===== src/rtl/menu_mode_fsm.sv =====
// Menu/mode-selection controller: cursor over NUM_MODES slots, launches a game
// on ENTER and tracks MENU -> RUN -> RESULT. All outputs are registered.
// Optional build macro MENU_TIMEOUT_EN adds an auto-return from RESULT after
// TIMEOUT_CYC idle cycles; without it RESULT is left only by ENTER or BACK.
module menu_mode_fsm #(
  parameter int unsigned     NUM_MODES    = 4,
  parameter int unsigned     SPLASH       = 1,
  parameter int unsigned     DEFAULT_MODE = 0,
  parameter int unsigned     KEY_W        = 5,
  parameter logic [KEY_W-1:0] KEY_PREV    = 5'b00100,
  parameter logic [KEY_W-1:0] KEY_NEXT    = 5'b00110,
  parameter logic [KEY_W-1:0] KEY_ENTER   = 5'b00101,
  parameter logic [KEY_W-1:0] KEY_BACK    = 5'b00111,
  parameter int unsigned     TIMEOUT_CYC  = 40000000,
  localparam int unsigned    MODE_W       = (NUM_MODES > 1) ? $clog2(NUM_MODES) : 1
) (
  input  logic              clk_i,
  input  logic              reset_i,
  input  logic [KEY_W-1:0]  key_code_i,
  input  logic              key_valid_i,
  input  logic              game_done_i,
  output logic [MODE_W-1:0] mode_sel_o,
  output logic              in_game_o,
  output logic              show_result_o,
  output logic              start_pulse_o,
  output logic              abort_pulse_o
);

  typedef enum logic [1:0] {StMenu, StRun, StResult} state_e;

  // Lowest and highest cursor values reachable by wrap-around.
  localparam logic [MODE_W-1:0] FirstSel = (SPLASH != 0) ? MODE_W'(1) : '0;
  localparam logic [MODE_W-1:0] LastSel  = MODE_W'(NUM_MODES - 1);

  state_e            state_q, state_d;
  logic [MODE_W-1:0] mode_q, mode_d;
  logic              start_q, start_d;
  logic              abort_q, abort_d;
  logic              timeout;

  logic key_prev, key_next, key_enter, key_back;
  assign key_prev  = key_valid_i && (key_code_i == KEY_PREV);
  assign key_next  = key_valid_i && (key_code_i == KEY_NEXT);
  assign key_enter = key_valid_i && (key_code_i == KEY_ENTER);
  assign key_back  = key_valid_i && (key_code_i == KEY_BACK);

`ifdef MENU_TIMEOUT_EN
  localparam int unsigned CNT_W = $clog2(TIMEOUT_CYC + 1);

  logic [CNT_W-1:0] cnt_q, cnt_d;

  assign timeout = (state_q == StResult) && (cnt_q == CNT_W'(TIMEOUT_CYC - 1));

  // Idle counter: runs only while staying in RESULT with no key activity.
  always_comb begin
    cnt_d = '0;
    if (state_q == StResult && state_d == StResult && !key_valid_i) begin
      cnt_d = cnt_q + 1'b1;
    end
  end

  // Idle counter register.
  always_ff @(posedge clk_i or posedge reset_i) begin
    if (reset_i) begin
      cnt_q <= '0;
    end else begin
      cnt_q <= cnt_d;
    end
  end
`else
  assign timeout = 1'b0;
`endif

  // Next-state, cursor and pulse decode.
  always_comb begin
    state_d = state_q;
    mode_d  = mode_q;
    start_d = 1'b0;
    abort_d = 1'b0;
    unique case (state_q)
      StMenu: begin
        if (key_next) begin
          mode_d = (mode_q == LastSel) ? FirstSel : mode_q + 1'b1;
        end else if (key_prev) begin
          // Splash slot 0 also wraps back to the last slot.
          mode_d = (mode_q == FirstSel || mode_q == '0) ? LastSel : mode_q - 1'b1;
        end else if (key_enter && !(SPLASH != 0 && mode_q == '0)) begin
          state_d = StRun;
          start_d = 1'b1;
        end
      end
      StRun: begin
        // game_done has priority over a simultaneous BACK.
        if (game_done_i) begin
          state_d = StResult;
        end else if (key_back) begin
          state_d = StMenu;
          abort_d = 1'b1;
        end
      end
      StResult: begin
        if (key_enter || key_back || timeout) begin
          state_d = StMenu;
        end
      end
      default: state_d = StMenu;
    endcase
  end

  // State and output registers.
  always_ff @(posedge clk_i or posedge reset_i) begin
    if (reset_i) begin
      state_q <= StMenu;
      mode_q  <= MODE_W'(DEFAULT_MODE);
      start_q <= 1'b0;
      abort_q <= 1'b0;
    end else begin
      state_q <= state_d;
      mode_q  <= mode_d;
      start_q <= start_d;
      abort_q <= abort_d;
    end
  end

  assign mode_sel_o    = mode_q;
  assign in_game_o     = (state_q == StRun) || (state_q == StResult);
  assign show_result_o = (state_q == StResult);
  assign start_pulse_o = start_q;
  assign abort_pulse_o = abort_q;

endmodule


===== config.mk =====
export PLATFORM = sky130hd
export DESIGN_NAME = menu_mode_fsm
export DESIGN_NICKNAME = d
export VERILOG_FILES = /design/src/rtl/menu_mode_fsm.sv
export SDC_FILE = /design/constraint.sdc
export NUM_CORES = 1
export LEC_CHECK = 0
export ABC_AREA = 1
export CORE_AREA = 2 2 39 41
export DETAILED_ROUTE_END_ITERATION = 8
export DIE_AREA = 0 0 41 43
export HOLD_SLACK_MARGIN = 0.08
export PLACE_DENSITY_LB_ADDON = 0.2
export SLEW_MARGIN = 5
export SYNTH_ARGS = -nofsm -noshare
export SYNTH_HDL_FRONTEND = slang
export SYNTH_SLANG_ARGS = --single-unit

===== constraint.sdc =====
create_clock -name clk_i -period 1.4 [get_ports clk_i]
set_clock_uncertainty 0.1 [all_clocks]
set_input_delay 0.14 -clock clk_i [delete_from_list [all_inputs] [get_ports clk_i]]
set_output_delay 0.14 -clock clk_i [all_outputs]
set_load 0.005 [all_outputs]

Word level (Yosys, flattened, before mapping). Index checks and enable logic that the tools add are counted.

Bits in registers: 6. Input port bits: 9. Output and inout bits: 6. Word-level logic and storage cells: 51.

Add/subtract/negate cells: 2. Eq/ne operators: 13. Multiplexer cells: 18. Reductions and logical operators: 14.

Operators with widths (number): $eq A5 B3 Y1 const B (4); $mux W2 (10); $mux W1 (7); $ne A2 B2 Y1 const B (3); $pmux W2 S3 (1); $logic_and A1 B1 Y1 (5); $reduce_and A5 Y1 (1); $eq A2 B1 Y1 const B (2); $eq A2 B2 Y1 const B (2); $logic_not A2 Y1 (2); $logic_or A1 B1 Y1 (3); $ne A3 B3 Y1 const B (1); $add A2 B1 Y2 const B (1); $ne A2 B1 Y1 const B (1); $reduce_and A2 Y1 (1); $reduce_bool A2 Y1 (1); $sub A2 B1 Y2 const B (1); $logic_not A1 Y1 (1).

Logic depth before layout (Yosys ltp). Gate-level depths: netlist of run 1.

Depth in word-level cells: 7. Gate-level depth with buffers: 8. Mapped depth without buffers: 8.

Worst setup path before layout of run 1. No wires, ideal clock.

Path type: register to register. From: register mode_q[0] (netlist: mode_sel_o[0]). To: register state_q[1]. Library setup time: 0.117 ns. Arrival: 1.100 ns. Data required time: 1.183 ns. Setup slack: 0.083 ns. Cell stages (with the launch flop): 9. Path buffers: 0. Period minus slack after synthesis: 1.317 ns. Cell sequence: dfrtp_1 -> inv_1 -> ha_1 -> nor2_1 -> nand4_2 -> nand2_2 -> nand3_2 -> nand2_1 -> nand2_1.

Cells in the longest elaborated chain, start to end: 5.

RTL lines: from (decl) (line 36) `logic [MODE_W-1:0] mode_q, mode_d;`; from (signal assigned) (line 114) `mode_q <= MODE_W'(DEFAULT_MODE);`; from (signal assigned) (line 119) `mode_q <= mode_d;`; $logic_not A2 Y1 (line 87) `end else if (key_enter && !(SPLASH != 0 && mode_q == '0)) begin`; $logic_not A1 Y1 (line 87); $logic_and A1 B1 Y1 (line 87); $ne A2 B2 Y1 (no line); $reduce_and A5 Y1 (no line); to (signal assigned) (line 113) `state_q <= StMenu;`; to (signal assigned) (line 118) `state_q <= state_d;`; to (decl) (line 35) `state_e state_q, state_d;`.

Every way passes these cells. A chain may end at the register's enable or synchronous reset.

Worst setup path in the final report of run 1.
From: register mode_q[0] (netlist: mode_sel_o[0]). To: output port mode_sel_o[0].

RTL lines: to (decl) (line 22) `output logic [MODE_W-1:0] mode_sel_o,`.

No word-level cell between the ends.

==> run_results.csv, run 1 <==
group,metric,value,unit
setup_path,worstPathArrival,1.09,ns
route,vias,425,
global_routing,grt_max_degree,7,
layout,drive_above_1_share,0.2911,
floorplan,die_h,43,um
layout,layout_common_cells,"nand2_1 (10), clkdlybuf4s50_1 (10), buf_4 (9)",
floorplan,start_util,0.3246,
layout,antenna_cells,0,
clocking,cts_sinks,6,
route,firstDrtPassIters,4,
pwr,total_power,1.005,mW
yosys,synth-xor-area-share,0,
global_routing,grt_use_met1,0.1600,
job,drv_cap,0,
global_routing,gr-total-overflow,0,
yosys,synthMuxAreaShare,0,
setup_path,endpoint_kind,"output port",
layout,instances_no_fill,95,
yosys,synth_seq_cells,6,
layout,area_delta_synth_final,55.99,%
route,avgRoutedWirePerCell,9.979,um
clocking,clk_latency,0.24,ns
yosys,synth_compound_area_frac,0.06128,
timing,fin_crit_sh,0.9477,
timing,final-setup-viol-count,0,
timing,finalHoldViolCount,0,
setup_path,start_kind,"flop",
timing,hold_ws,0.4086,ns
yosys,synthAdderAreaFrac,0.1950,
yosys,synth.yosys.seq_area_share,0.3343,
pwr,p_leak,0.3735,nW
placement,io_buffer_count,14,
global_routing,met3_usage,0.03141,
global_routing,grt_pass1_wl,1490,um
route,drtIter0Drc,2,
floorplan,ios,15,
clocking,path_clk_slew,0.04,ns
floorplan,rows,14,
clocking,htreeDepth,1,
floorplan,die_area,0.001763,sq mm
placement,place_inst,88,
timing,fmax,0.7537,GHz
layout,fin_area,700.7,sq um
layout,nNetsFinal,97,
setup_path,worstSetupPathType,"reg2out",
yosys,synth_cells,52,
clocking,tritoncts,"yes",
yosys,synth_simple_gate_area_frac,0.3259,
timing,relSlewSlack,0.8638,
global_routing,grt_pass1_vias,387,
route,final_antenna_net_count,0,
setup_path,path_max_fanout,3,
yosys,syn-num-nets,68,
yosys,synth.distinct_cells,16,
yosys,synth_warnings,0,
global_routing,grt_use_met2,0.1844,
yosys,netlist_area,449.2,sq um
global_routing,antenna_found_initial,0,
route,drt_wl_total,948,um
placement,dp_hpwl,763.7,um
route,vias_per_cell,4.474,
clocking,numCtsBuffers,3,
global_routing,grt.total_usage,0.1330,
setup_path,required,1.16,ns
layout,utilization,0.5063,
timing,worst_pin_slew,0.2027,ns
timing,finalCriticalPeriod,1.327,ns
floorplan,core-area,0.001384,sq mm
run_status,outcome,"complete, no violations",
global_routing,top_usage_layer,"met2",
placement,placed_cell_area,654.4,sq um
placement,gp_congestion,0.7030,
pwr,peakVddDrop,0.7856,mV
yosys,synth_area_per_cell,8.638,sq um
route,drc_errors,0,
pwr,power.density,1434,mW/mm^2
clocking,clockBufferDepth,2,
floorplan,die_w,41,um
min_path,hp-class,"in2reg",
yosys,synth_top_family_by_area,"simple AND/OR/NAND/NOR gates",
clocking,root_buffer,"clkbuf_4",
timing,final_max_slew_viol_count,0,
power breakdown:
group          switching [mW]  leakage [nW]  total [mW]  internal (mW)
clock                  0.0558        0.0138       0.152         0.0965
sequential             0.0279        0.0759       0.256          0.228
combinational           0.301         0.284       0.596          0.295
path summary, 6_finish.rpt:
path | from | end | slack (ns) | cells after the start
worst max-delay path | mode_sel_o[0] | mode_sel_o[0] | 0.07 | 3
worst min-delay path | game_done_i | abort_pulse_o | 0.41 | 2
worst max register to register | mode_sel_o[0] | start_pulse_o | 0.10 | 7
worst min register to register | state_q[0] | state_q[0] | 0.47 | 3
max in group asynchronous | reset_i | mode_sel_o[0] | 0.43 | 3
min in group asynchronous | reset_i | abort_pulse_o | 0.59 | 3
per-layer routing:
| metal | up-vias | part of all wire |
|---|---|---|
| li1 | 222 | - |
| met5 | - | 0 |
| met4 | 0 | 0.0095 |
| met2 | 8 | 0.49 |
| met1 | 193 | 0.44 |
| met3 | 2 | 0.064 |
metrics by stage:
step	TNS (ns)	worst slack (ns)
3_3_place_gp	-0.05270	-0.01802
4_1_cts	0	0.01426
5_1_grt	-0.003179	-0.003060
3_5_place_dp	-0.07115	-0.01957
6_report	0	0.07318
2_1_floorplan	0	0.08336
cell families after synthesis:
| family | after synthesis |
|---|---|
| DFF | 6 |
| and+or+nand+nor | 25 |
| adders and majority gates | 7 |
| AOI/OAI and AO/OA | 4 |
| buffers and inverters | 10 |
area by class of cell:
class / instances / area, sq um
timing repair buffer: 24 / 206.4
multi-input combinational: 36 / 264.0
sequential: 6 / 150.1
fill: 136 / 683.2
tap: 16 / 20.02
clock buffer: 3 / 22.52
inverter: 10 / 37.54
cell usage after synthesis (all sizes together):
cell type	number	area (sq um)
nand3	2	15.01
inv	10	37.53
nor3	2	10.01
nand4	3	25.02
nor2	5	26.27
o21ai	2	10.01
nand3b	1	20.02
ha	7	87.58
nand2	12	50.05
dfrtp	6	150.1
o2111ai	2	17.52
worst max-delay path, stage by stage (launching register included):
cell and delay [ns]:
dfrtp_1 0.38, buf_4 0.14, buf_4 0.13, clkdlybuf4s15_1 0.20
sequential cells by signal, summed over array words and instances, names as in the netlist:
name	cells
start_pulse_o	1
abort_pulse_o	1
state_q	2
mode_sel_o	2
timing repair:
item | 4_1_cts | 5_1_grt
hold endpoints to repair | 6 | 0
buffers inserted | 1 | 2
pin swaps | 0 | 2
hold buffers | 1 | 0
gates resized for setup | 6 | 5
setup endpoints to repair | 4 | 4
(Power assumes the default switching activity.)
==> run 2: changes to the inputs <==
--- a/config.mk
+++ b/config.mk
@@ -15,3 +15,4 @@
 export SYNTH_ARGS = -nofsm -noshare
 export SYNTH_HDL_FRONTEND = slang
 export SYNTH_SLANG_ARGS = --single-unit
+export TNS_END_PERCENT = 20
==> run 2 against run 1 <==
Global-route usage stayed put. Die area stayed put. Clock power hardly changed. Sequential power hardly changed. Worst hold slack stayed put. Sequential share of layout area stayed put. First-iteration DRC count is 50% lower. Final cell count stayed put. Combinational power hardly changed.
==> run_results.csv, run 2 (synthesis gave the netlist of run 1 again) <==
group,metric,value,unit
route,firstDrtPassIters,4,
route,final_antenna_net_count,0,
route,wl_met2,459,um
timing,finalHoldViolCount,0,
clocking,path_clk_slew,0.04,ns
route,vias_per_cell,4.474,
layout,layout_common_cells,"nand2_1 (10), clkdlybuf4s50_1 (10), inv_1 (9), buf_4 (9), ha_1 (7)",
layout,fill_cells,136,
min_path,hp-class,"in2reg",
timing,worst_pin_slew,0.2027,ns
setup_path,critPathLaunch,"mode_sel_o[0]",
pwr,power.density,1426,mW/mm^2
layout,antenna_cells,0,
clocking,clockBufferDepth,2,
layout,area_delta_synth_final,55.99,%
route,wl_met1,414,um
global_routing,antenna_found_initial,0,
setup_path,start_kind,"flop",
global_routing,grt_pass1_wl,1490,um
setup_path,crit_path_frequent_cell,"buf_4",
job,drv_cap,0,
setup_path,path_max_fanout,3,
placement,gp_congestion,0.7030,
route,vias,425,
floorplan,die_area,0.001763,sq mm
route,dr_wl_met3,61,um
setup_path,path_buf_inv,3,
timing,relSlewSlack,0.8638,
clocking,cts_sinks,6,
global_routing,gr-total-overflow,0,
floorplan,die_w,41,um
setup_path,crit_family,"flip-flops",
route,drt_wl_total,945,um
clocking,root_buffer,"clkbuf_4",
timing,final-setup-viol-count,0,
floorplan,core-area,0.001384,sq mm
setup_path,worstSetupPathType,"reg2reg",
timing,fin_crit_sh,0.9399,
route,drtIter0Drc,1,
layout,fin_area,700.7,sq um
placement,io_buffer_count,14,
placement,dp_hpwl,763.7,um
min_path,hold_start,"game_done_i",
run_status,outcome,"complete, no violations",
timing,fmax,0.7599,GHz
timing,final_max_slew_viol_count,0,
clocking,numCtsBuffers,3,
layout,drive_above_1_share,0.2785,
clocking,clk_latency,0.24,ns
pwr,p_leak,0.3748,nW
clocking,htreeDepth,1,
setup_path,r2r_start,"mode_sel_o[0]",
setup_path,max_stage_delay,0.34,ns
route,avgRoutedWirePerCell,9.947,um
floorplan,rows,14,
timing,rsz0062_at_grt,"yes",
layout,nNetsFinal,97,
timing,setup-tns-final,0,ns
setup_path,endpoint_kind,"flop",
floorplan,die_h,43,um
setup_path,slowest_stage,"dfrtp_1",
global_routing,grt.total_usage,0.1330,
timing,finalCriticalPeriod,1.316,ns
clocking,tritoncts,"yes",
global_routing,grt_pass1_vias,387,
setup_path,worstPathArrival,1.38,ns
layout,utilization,0.5063,
setup_path,required,1.47,ns
global_routing,grt_max_degree,7,
floorplan,ios,15,
pwr,total_power,0.9993,mW
floorplan,start_util,0.3246,
route,drc_errors,0,
placement,placed_cell_area,654.4,sq um
setup_path,crit_chain,"inv_1 -> ha_1 -> nor2_2 -> nand4_2 -> buf_4 -> buf_4 -> nor2_1",
route,routed.top_layer,"met4",
pwr,peakVddDrop,0.7706,mV
run 2: worst paths after layout:
kind                                       to  slack (ns)  cells past startpoint
max in group asynchronous       mode_sel_o[0]        0.43                      3
min in group asynchronous       abort_pulse_o        0.59                      3
worst min-delay path            abort_pulse_o        0.41                      2
worst max-delay path            start_pulse_o        0.08                      7
worst min register to register     state_q[0]        0.47                      3
worst max register to register  start_pulse_o        0.08                      7
run 2: timing repair:
action                                 CTS  global route
buffers inserted                         1             2
gates resized for setup                  6             4
endpoints found under the hold margin    6             0
hold buffers                             1             0
setup endpoints to repair                4             4
pin swaps                                0             2
run 2: routing by layer:
layer,global-route usage,up-vias
met1,0.1600,192
met4,0.1200,0
met2,0.1844,8
met5,0,-
met3,0.03141,2
li1,-,223
run 2: area by class of cell:
class / count / area [sq um] / area share
Tap cell: 16 / 20.02 / 0.02857
Clock buffer: 3 / 22.52 / 0.03214
Sequential cell: 6 / 150.1 / 0.2143
Multi-Input combinational cell: 36 / 264.0 / 0.3768
Timing Repair Buffer: 24 / 206.4 / 0.2946
Inverter: 10 / 37.54 / 0.05357
run 2: through the flow:
step | instances | worst slack, ns | hold slack [ns]
2_1_floorplan | 52 | 0.08336 | -0.1690
3_3_place_gp | 88 | -0.01802 | 0.2637
3_5_place_dp | 88 | -0.01957 | 0.2703
4_1_cts | 93 | 0.01426 | 0.3976
5_1_grt | 95 | -0.01797 | 0.4140
6_report | 95 | 0.08412 | 0.4086
run 2: where the power goes:
part	switching [mW]	total, mW	leakage (nW)	internal (mW)
Clock	0.0558	0.152	0.0138	0.0965
Sequential	0.0257	0.254	0.0759	0.228
Combinational	0.299	0.593	0.285	0.294
